**src/rtl/reg_file_wb_if.sv**
```systemverilog
// Decode/execute/writeback signal bundle for reg_file_wb.
// The master modport drives the pipeline side; the register file uses the slave modport.
interface reg_file_wb_if;
  logic        RegWriteW;
  logic [4:0]  RdW;
  logic [31:0] ResultW;
  logic [4:0]  A1D;
  logic [4:0]  A2D;
  logic [31:0] RD1D;
  logic [31:0] RD2D;
  logic        IssueLoadE;
  logic [4:0]  RdE;
  logic        FlushE;
  logic        StallD;
  logic [5:0]  PendingCnt;

  modport master (
    output RegWriteW, RdW, ResultW, A1D, A2D, IssueLoadE, RdE, FlushE,
    input  RD1D, RD2D, StallD, PendingCnt
  );

  modport slave (
    input  RegWriteW, RdW, ResultW, A1D, A2D, IssueLoadE, RdE, FlushE,
    output RD1D, RD2D, StallD, PendingCnt
  );
endinterface

```
**src/rtl/reg_file_wb.sv**
```systemverilog
// 32x32 register file with a load scoreboard that stalls decode on pending loads.
// Define REGFILE_BYPASS_EN to forward the writeback value to same-cycle reads.
module reg_file_wb (
  input  logic          clk,
  input  logic          rst,
  reg_file_wb_if.slave  bus
);

  logic [31:0] regs [32];
  logic [31:0] pending;
  logic [31:0] pending_nxt;
  logic        wr_ok;
  logic        issue_ok;
  logic [31:0] rd1_stored;
  logic [31:0] rd2_stored;
  logic        byp1;
  logic        byp2;
  logic [5:0]  cnt;

  assign wr_ok    = bus.RegWriteW && (bus.RdW != 5'd0);
  assign issue_ok = bus.IssueLoadE && !bus.FlushE && (bus.RdE != 5'd0);

  // Clear before set so a load issuing to the register being written back wins.
  always_comb begin
    pending_nxt = pending;
    if (wr_ok)    pending_nxt[bus.RdW] = 1'b0;
    if (issue_ok) pending_nxt[bus.RdE] = 1'b1;
  end

  always_ff @(posedge clk) begin
    if (rst) begin
      for (int i = 0; i < 32; i++) regs[i] <= '0;
      pending <= '0;
    end else begin
      if (wr_ok) regs[bus.RdW] <= bus.ResultW;
      pending <= pending_nxt;
    end
  end

  assign rd1_stored = (bus.A1D == 5'd0) ? 32'd0 : regs[bus.A1D];
  assign rd2_stored = (bus.A2D == 5'd0) ? 32'd0 : regs[bus.A2D];

`ifdef REGFILE_BYPASS_EN
  assign byp1 = wr_ok && (bus.RdW == bus.A1D);
  assign byp2 = wr_ok && (bus.RdW == bus.A2D);
`else
  assign byp1 = 1'b0;
  assign byp2 = 1'b0;
`endif

  assign bus.RD1D = byp1 ? bus.ResultW : rd1_stored;
  assign bus.RD2D = byp2 ? bus.ResultW : rd2_stored;

  // x0 is never pending, but gate it explicitly so it can never stall.
  assign bus.StallD = ((bus.A1D != 5'd0) && pending[bus.A1D] && !byp1) ||
                      ((bus.A2D != 5'd0) && pending[bus.A2D] && !byp2);

  always_comb begin
    cnt = '0;
    for (int i = 0; i < 32; i++) cnt = cnt + 6'(pending[i]);
  end

  assign bus.PendingCnt = cnt;

endmodule

```
**src/flat_wrapper.sv**
```systemverilog
// flat-port wrapper written by rule: the top's interface ports become plain ports
module reg_file_wb_flat 
  (clk, rst, bus_RegWriteW, bus_RdW, bus_ResultW, bus_A1D, bus_A2D, bus_IssueLoadE, bus_RdE, bus_FlushE, bus_RD1D, bus_RD2D, bus_StallD, bus_PendingCnt);
  reg_file_wb_if bus_i ();
  input  logic clk;
  input  logic rst;
  input wire logic [$bits(bus_i.RegWriteW)-1:0] bus_RegWriteW;
  input wire logic [$bits(bus_i.RdW)-1:0] bus_RdW;
  input wire logic [$bits(bus_i.ResultW)-1:0] bus_ResultW;
  input wire logic [$bits(bus_i.A1D)-1:0] bus_A1D;
  input wire logic [$bits(bus_i.A2D)-1:0] bus_A2D;
  input wire logic [$bits(bus_i.IssueLoadE)-1:0] bus_IssueLoadE;
  input wire logic [$bits(bus_i.RdE)-1:0] bus_RdE;
  input wire logic [$bits(bus_i.FlushE)-1:0] bus_FlushE;
  output wire logic [$bits(bus_i.RD1D)-1:0] bus_RD1D;
  output wire logic [$bits(bus_i.RD2D)-1:0] bus_RD2D;
  output wire logic [$bits(bus_i.StallD)-1:0] bus_StallD;
  output wire logic [$bits(bus_i.PendingCnt)-1:0] bus_PendingCnt;
  assign bus_i.RegWriteW = bus_RegWriteW;
  assign bus_i.RdW = bus_RdW;
  assign bus_i.ResultW = bus_ResultW;
  assign bus_i.A1D = bus_A1D;
  assign bus_i.A2D = bus_A2D;
  assign bus_i.IssueLoadE = bus_IssueLoadE;
  assign bus_i.RdE = bus_RdE;
  assign bus_i.FlushE = bus_FlushE;
  assign bus_RD1D = bus_i.RD1D;
  assign bus_RD2D = bus_i.RD2D;
  assign bus_StallD = bus_i.StallD;
  assign bus_PendingCnt = bus_i.PendingCnt;
  reg_file_wb u_core (.clk(clk), .rst(rst), .bus(bus_i));
endmodule
```
**config.mk**
```make
export PLATFORM = sky130hd
export DESIGN_NAME = reg_file_wb_flat
export DESIGN_NICKNAME = d
export VERILOG_FILES = /design/src/rtl/reg_file_wb_if.sv /design/src/rtl/reg_file_wb.sv /design/src/flat_wrapper.sv
export SDC_FILE = /design/constraint.sdc
export NUM_CORES = 2
export LEC_CHECK = 0
export CAP_MARGIN = 20
export CORE_UTILIZATION = 55
export CTS_CLUSTER_SIZE = 40
export DETAILED_ROUTE_END_ITERATION = 7
export PLACE_DENSITY = 0.75
export SLEW_MARGIN = 15
export SYNTH_ARGS = -nofsm -noshare
export SYNTH_HDL_FRONTEND = slang
export SYNTH_SLANG_ARGS = --single-unit
```
**constraint.sdc**
```tcl
create_clock -name clk -period 6.1 [get_ports clk]
set_clock_uncertainty 0.05 [all_clocks]
set_input_delay 1.22 -clock clk [delete_from_list [all_inputs] [get_ports clk]]
set_output_delay 1.22 -clock clk [all_outputs]
set_load 0.02 [all_outputs]
```
# Yosys cells after proc, flatten, opt, wreduce, memory -nomap -nowiden
# Memory sizes are Yosys's and may differ from the RTL's.
# Cells that the tools add are included.
# op_classes
addsub,31
order_cmp,6
muxes,20
bitwise,3
n_reduce_logical,16
# ops
cell,n
$add A6 B1 Y6,30
$mux W32,5
$and A32 B32 Y32,1
$not A32 Y32,1
$or A32 B32 Y32,1
$reduce_or A32 Y1,1
$lt A5 B6 Y1 const B,4
$reduce_bool A5 Y1,4
$bmux W1 S5,2
$demux W1 S5,2
$ge A5 B1 Y1 const B,2
$logic_not A5 Y1,2
$mux W1,10
$logic_and A1 B1 Y1,7
$mux W5,1
$add A1 B1 Y2,1
$logic_not A1 Y1,1
$logic_or A1 B1 Y1,1
# word_totals
regBits,32
ramBits,1024
in_bits,57
elab_cells,78
mem_count,1
# memory_table
memory,words,word_bits,read_ports,rd_clocked_by_memory_dff,write_ports,line,source
u_core.regs,32,32,2,0,32,reg_file_wb.sv:9,logic [31:0] regs [32];

# Longest topological paths before layout
# logic_depth
word_depth,31
depth_mapped,18
mapped_depth_nobuf,18

# Worst setup path after synthesis
# Ideal clock, no wire load.
# synth_path
kind,register -> output
start,register u_core.pending[0]
end,output bus_PendingCnt[4]
t_arrival_ps,4838
required_ps,4830
slack_ps,-8
stages_incl_launch_ff,15
n_path_buf,0
path_cell_list,dfxtp_1 ha_1 inv_1 fa_1 fa_1 fa_1 fa_1 fa_1 fa_1 fa_1 fa_1 inv_1 a21o_1 a21oi_1 xnor2_1
# synth_via
elab_chain_cells,31
# synth_lines
item,line,source
start: declaration,reg_file_wb.sv:10,logic [31:0] pending;
start signal: assignment,reg_file_wb.sv:36,pending <= pending_nxt;
$add A1 B1 Y2,reg_file_wb.sv:60,for (int i = 0; i < 32; i++) cnt = cnt + 6'(pending[i]);
$add A6 B1 Y6 (30 in a row),reg_file_wb.sv:60,
end: declaration,flat_wrapper.sv:18,output wire logic [$bits(bus_i.PendingCnt)-1:0] bus_PendingCnt;
# Every way passes these cells.

# Worst setup path after layout
# Ends and elaborated chain as after synthesis.

==> results by group <==
Outcome
  • Outcome: finished with violations
  • Violated checks: setup timing

Yosys
  • Yosys reg bits: 1056
  • Synth Area in Simple Gates: approximately an eighth
  • Area leader, netlist: edfxtp_1
  • Seq/Total Area, Yosys: 55.1%
  • Main synth FF type: edfxtp_1
  • Yosys warns: 0
  • Post-Syn Instances: roughly 3.6k
  • Number of flops mapped to enable cells by yosys: around 1.0k
  • Post-synth ARST share: 0%
  • Xor and xnor area share after synthesis: 0.0461%
  • Avg Cell Area, Syn: around 16 µm²
  • Mapped cell area: 57000 µm²
  • Dominant cells by area after synthesis: edfxtp_1, mux4_2, and2_1
  • Synth cell types: 53
  • Synth Area in Adders: between 1 and 1.5%
  • Area share of the largest cell type after synthesis: between 50% and 60%
  • Mux contribution to synthesized area: roughly a quarter
  • Largest family of logic cells by synthesized area: multiplexers
  • Compound-Gate Fraction of Synth Area: 3.02%

CTS
  • CTS clk-pin slew, worst paths: about 60 ps
  • CTS hold repair buffers: 0
  • CTS tree: built
  • CTS Root Cell: clkbuf_16
  • Clock Tree Buf Depth: 3
  • Cts bufs inserted: between 100 and 150
  • Later-pin clock latency in the skew report: roughly 670 ps
  • # clock sinks: 1056
  • H-tree depth: 3

Power
  • Seq pwr share: between 40% and 50%
  • Sw power: between 4 and 5 mW
  • Logic pwr share: around 13%
  • Int Power: between 10 and 15 mW
  • Peak VDD IR: about 250 µV
  • Switch share: 24.5%
  • Pwr dens: between 200 and 300 nW/µm²
  • Clock share of power: roughly two fifths
  • Leak: approximately 22 nW

Critical path
  • Worst reg2reg path depth: 3
  • CP Class: reg -> out
  • CP endpoint kind: output pin
  • CP startpoint: u_core.pending[0]
  • Reg-to-reg critical path endpoint: u_core.pending[6]
  • Crit Path Max Fanout: 2
  • Worst R2R Setup Slack: 5150 ps
  • R2R Path Start: u_core.pending[6]
  • CP Launch Type: register
  • WP data required: between 4000 and 5000 ps
  • CP Data Arrival Time: 5470 ps

Die
  • Die height: 324 µm
  • DIE WIDTH: roughly 320 µm
  • Site row count: ~120
  • Initial core utilization: between 50% and 60%
  • Core ar.: between 100000 and 150000 µm²
  • Full die area: roughly 100000 µm²
  • Ports: 128

Min path
  • Min-delay src: u_core.pending[27]
  • Hold path cells: 2
  • WHS Endpoint: u_core.pending[27]
  • Hold Crit Class: reg -> reg

Placement
  • Gpl congestion: approximately 0.88
  • Area after DPL: roughly 60000 µm²
  • I/O Buffers: 127
  • Post-DP HPWL: 101000 µm

Routing
  • Initial DRC count: between 4k and 5k
  • Vias: between 30k and 40k
  • Remaining DRCs: 0
  • 1st-pass router iterations: 6
  • DR WL/cell: 32.7 µm
  • ANT nets after route: 0
  • Routed vias/inst: between 6 and 7
  • Routed wire length: 168000 µm

GRT
  • First-pass GRT wire length: 239000 µm
  • Number of global-route vias before repair: 34.5k
  • Initial antenna violation count: 6
  • Largest net degree at the start of global routing: about 80
  • Total gr overflow: 0
  • GRT Overall Usage: 32.2%

Cells and area
  • Final core utilization: between 60% and 70%
  • Multi-input gate area: approximately 24000 µm²
  • Area Growth Syn to Fin: 11.8%
  • Share of layout cells above drive strength 1: 24.5%
  • FF+latch area: ~31000 µm²
  • Final instance area: around 64000 µm²
  • Fillers: ~7.4k
  • Post-layout net count: 3760

Run
  • Max-cap viol count: 0

Timing
  • Fin worst setup slack: -636 ps
  • Worst Tran Pin Value: between 1000 and 1500 ps
  • Hold Violations, Final: 0
  • Crit path time final: a little under 7000 ps
  • Final Max Slew Viols: 0
  • Slew HR: a little under a fifth
  • FMAX: roughly 150 MHz
  • RSZ-0062 raised after global routing: yes
  • Final period utilization: 110%
  • Setup violators final: 5
-- per-stage QoR --
stage / setup slack [ps] / power (mW) / TNS, ps / std cells / hold WS [ps]
floorplan: 96.8 / 10.0 / 0 / 3674 / 424
global placement: -474 / 10.9 / -1200 / 4913 / 470
detailed placement: -494 / 10.9 / -1430 / 4915 / 481
CTS: -645 / 17.6 / -2570 / 5119 / 490
global route: -761 / 18.0 / -3130 / 5134 / 515
finish: -636 / 17.7 / -2340 / 5136 / 494
-- worst max-delay path by stage --
stage	endpoint	slack, ps	cells after the start
after floorplan	bus_PendingCnt[4]	100	14
after global placement	bus_PendingCnt[4]	-470	15
after detailed placement	bus_PendingCnt[4]	-490	15
after CTS	bus_PendingCnt[4]	-640	15
after global routing	bus_PendingCnt[4]	-760	15
final	bus_PendingCnt[4]	-640	15
-- state kept, by name, indices dropped and copies added, names as in the netlist --
name	count
u_core.regs	1024
u_core.pending	32
-- placed cells by master, fill, tap and decap left out, drive strengths merged, types with 7 or more instances in the layout --
cell           instances
bufinv                14
dfxtp                 32
ha                     8
fa                    24
a21o                  30
clkbuf               141
o22a                  64
o221ai                64
conb                  32
edfxtp              1024
inv                   61
clkinv                45
nand3                  7
nand2                 16
o22ai                 17
buf                  159
nor2                  42
nand2b                 9
o21ai                  7
o32ai                  8
mux4                 521
and2                 995
clkdlybuf4s50        113
nand3b                 7
mux2i                260
-- layer usage --
layer | GRT usage, % | up-vias | wire length [µm]
met3 | 5.68 | 436 | 18500
met2 | 50.7 | 2341 | 79000
met5 | 0 | - | 8
li1 | - | 14100 | -
met1 | 43.1 | 17800 | 60300
met4 | 17.4 | 2 | 10100
-- synth_stat cells (9+ instances only) --
master,number
a21o_1,30
and2_1,995
buf_1,10
buf_2,84
buf_4,12
buf_6,26
clkbuf_1,253
dfxtp_1,32
edfxtp_1,1024
fa_1,24
inv_1,57
mux2i_1,260
mux4_2,521
nand2_1,16
nand2b_1,9
nor2_1,42
o221ai_1,64
o22a_1,64
o22ai_1,17
-- logic make-up after synthesis --
logic type      Yosys count
simple gates           1112
flops                  1056
mux                     784
buf+inv                 444
compound gates          211
fa+ha+maj                32
xor+xnor                  3
other cells               1
-- power groups by stage --
stage / clock network, mW / logic [mW] / registers [mW]
after global routing: 7.11 / 2.35 / 8.59
after floorplan: 0 / 1.43 / 8.61
after CTS: 6.86 / 2.25 / 8.54
final: 6.86 / 2.28 / 8.55
after detailed placement: 0 / 2.24 / 8.69
after global placement: 0 / 2.22 / 8.65
-- repair_timing --
action,in CTS,in global routing
gates cloned,0,0
setup endpoints to repair,6,6
buffers inserted,1,0
gates resized for setup,43,2
-- area by class of cell --
type                            instances  share of cell area, %
Inverter                               59                  0.371
Clock inverter                         62                   1.03
Tap cell                             1368                   2.69
Clock buffer                          141                   4.64
Multi-Input combinational cell       2174                   37.6
Sequential cell                      1056                   49.3
Timing Repair Buffer                  272                   4.37
Antenna cell                            4                 0.0157
-- critical path, cell delays in order, from the launching register on --
cell and delay [ps]:
dfxtp_2 340, ha_4 260, inv_2 30, fa_1 490
fa_1 430, fa_1 510, fa_1 430, fa_1 530
fa_1 430, fa_2 380, fa_2 400, inv_1 70
a21o_1 130, a21oi_2 70, xnor2_2 130, buf_4 150
Note: power is estimated with default switching activity, not from simulation.
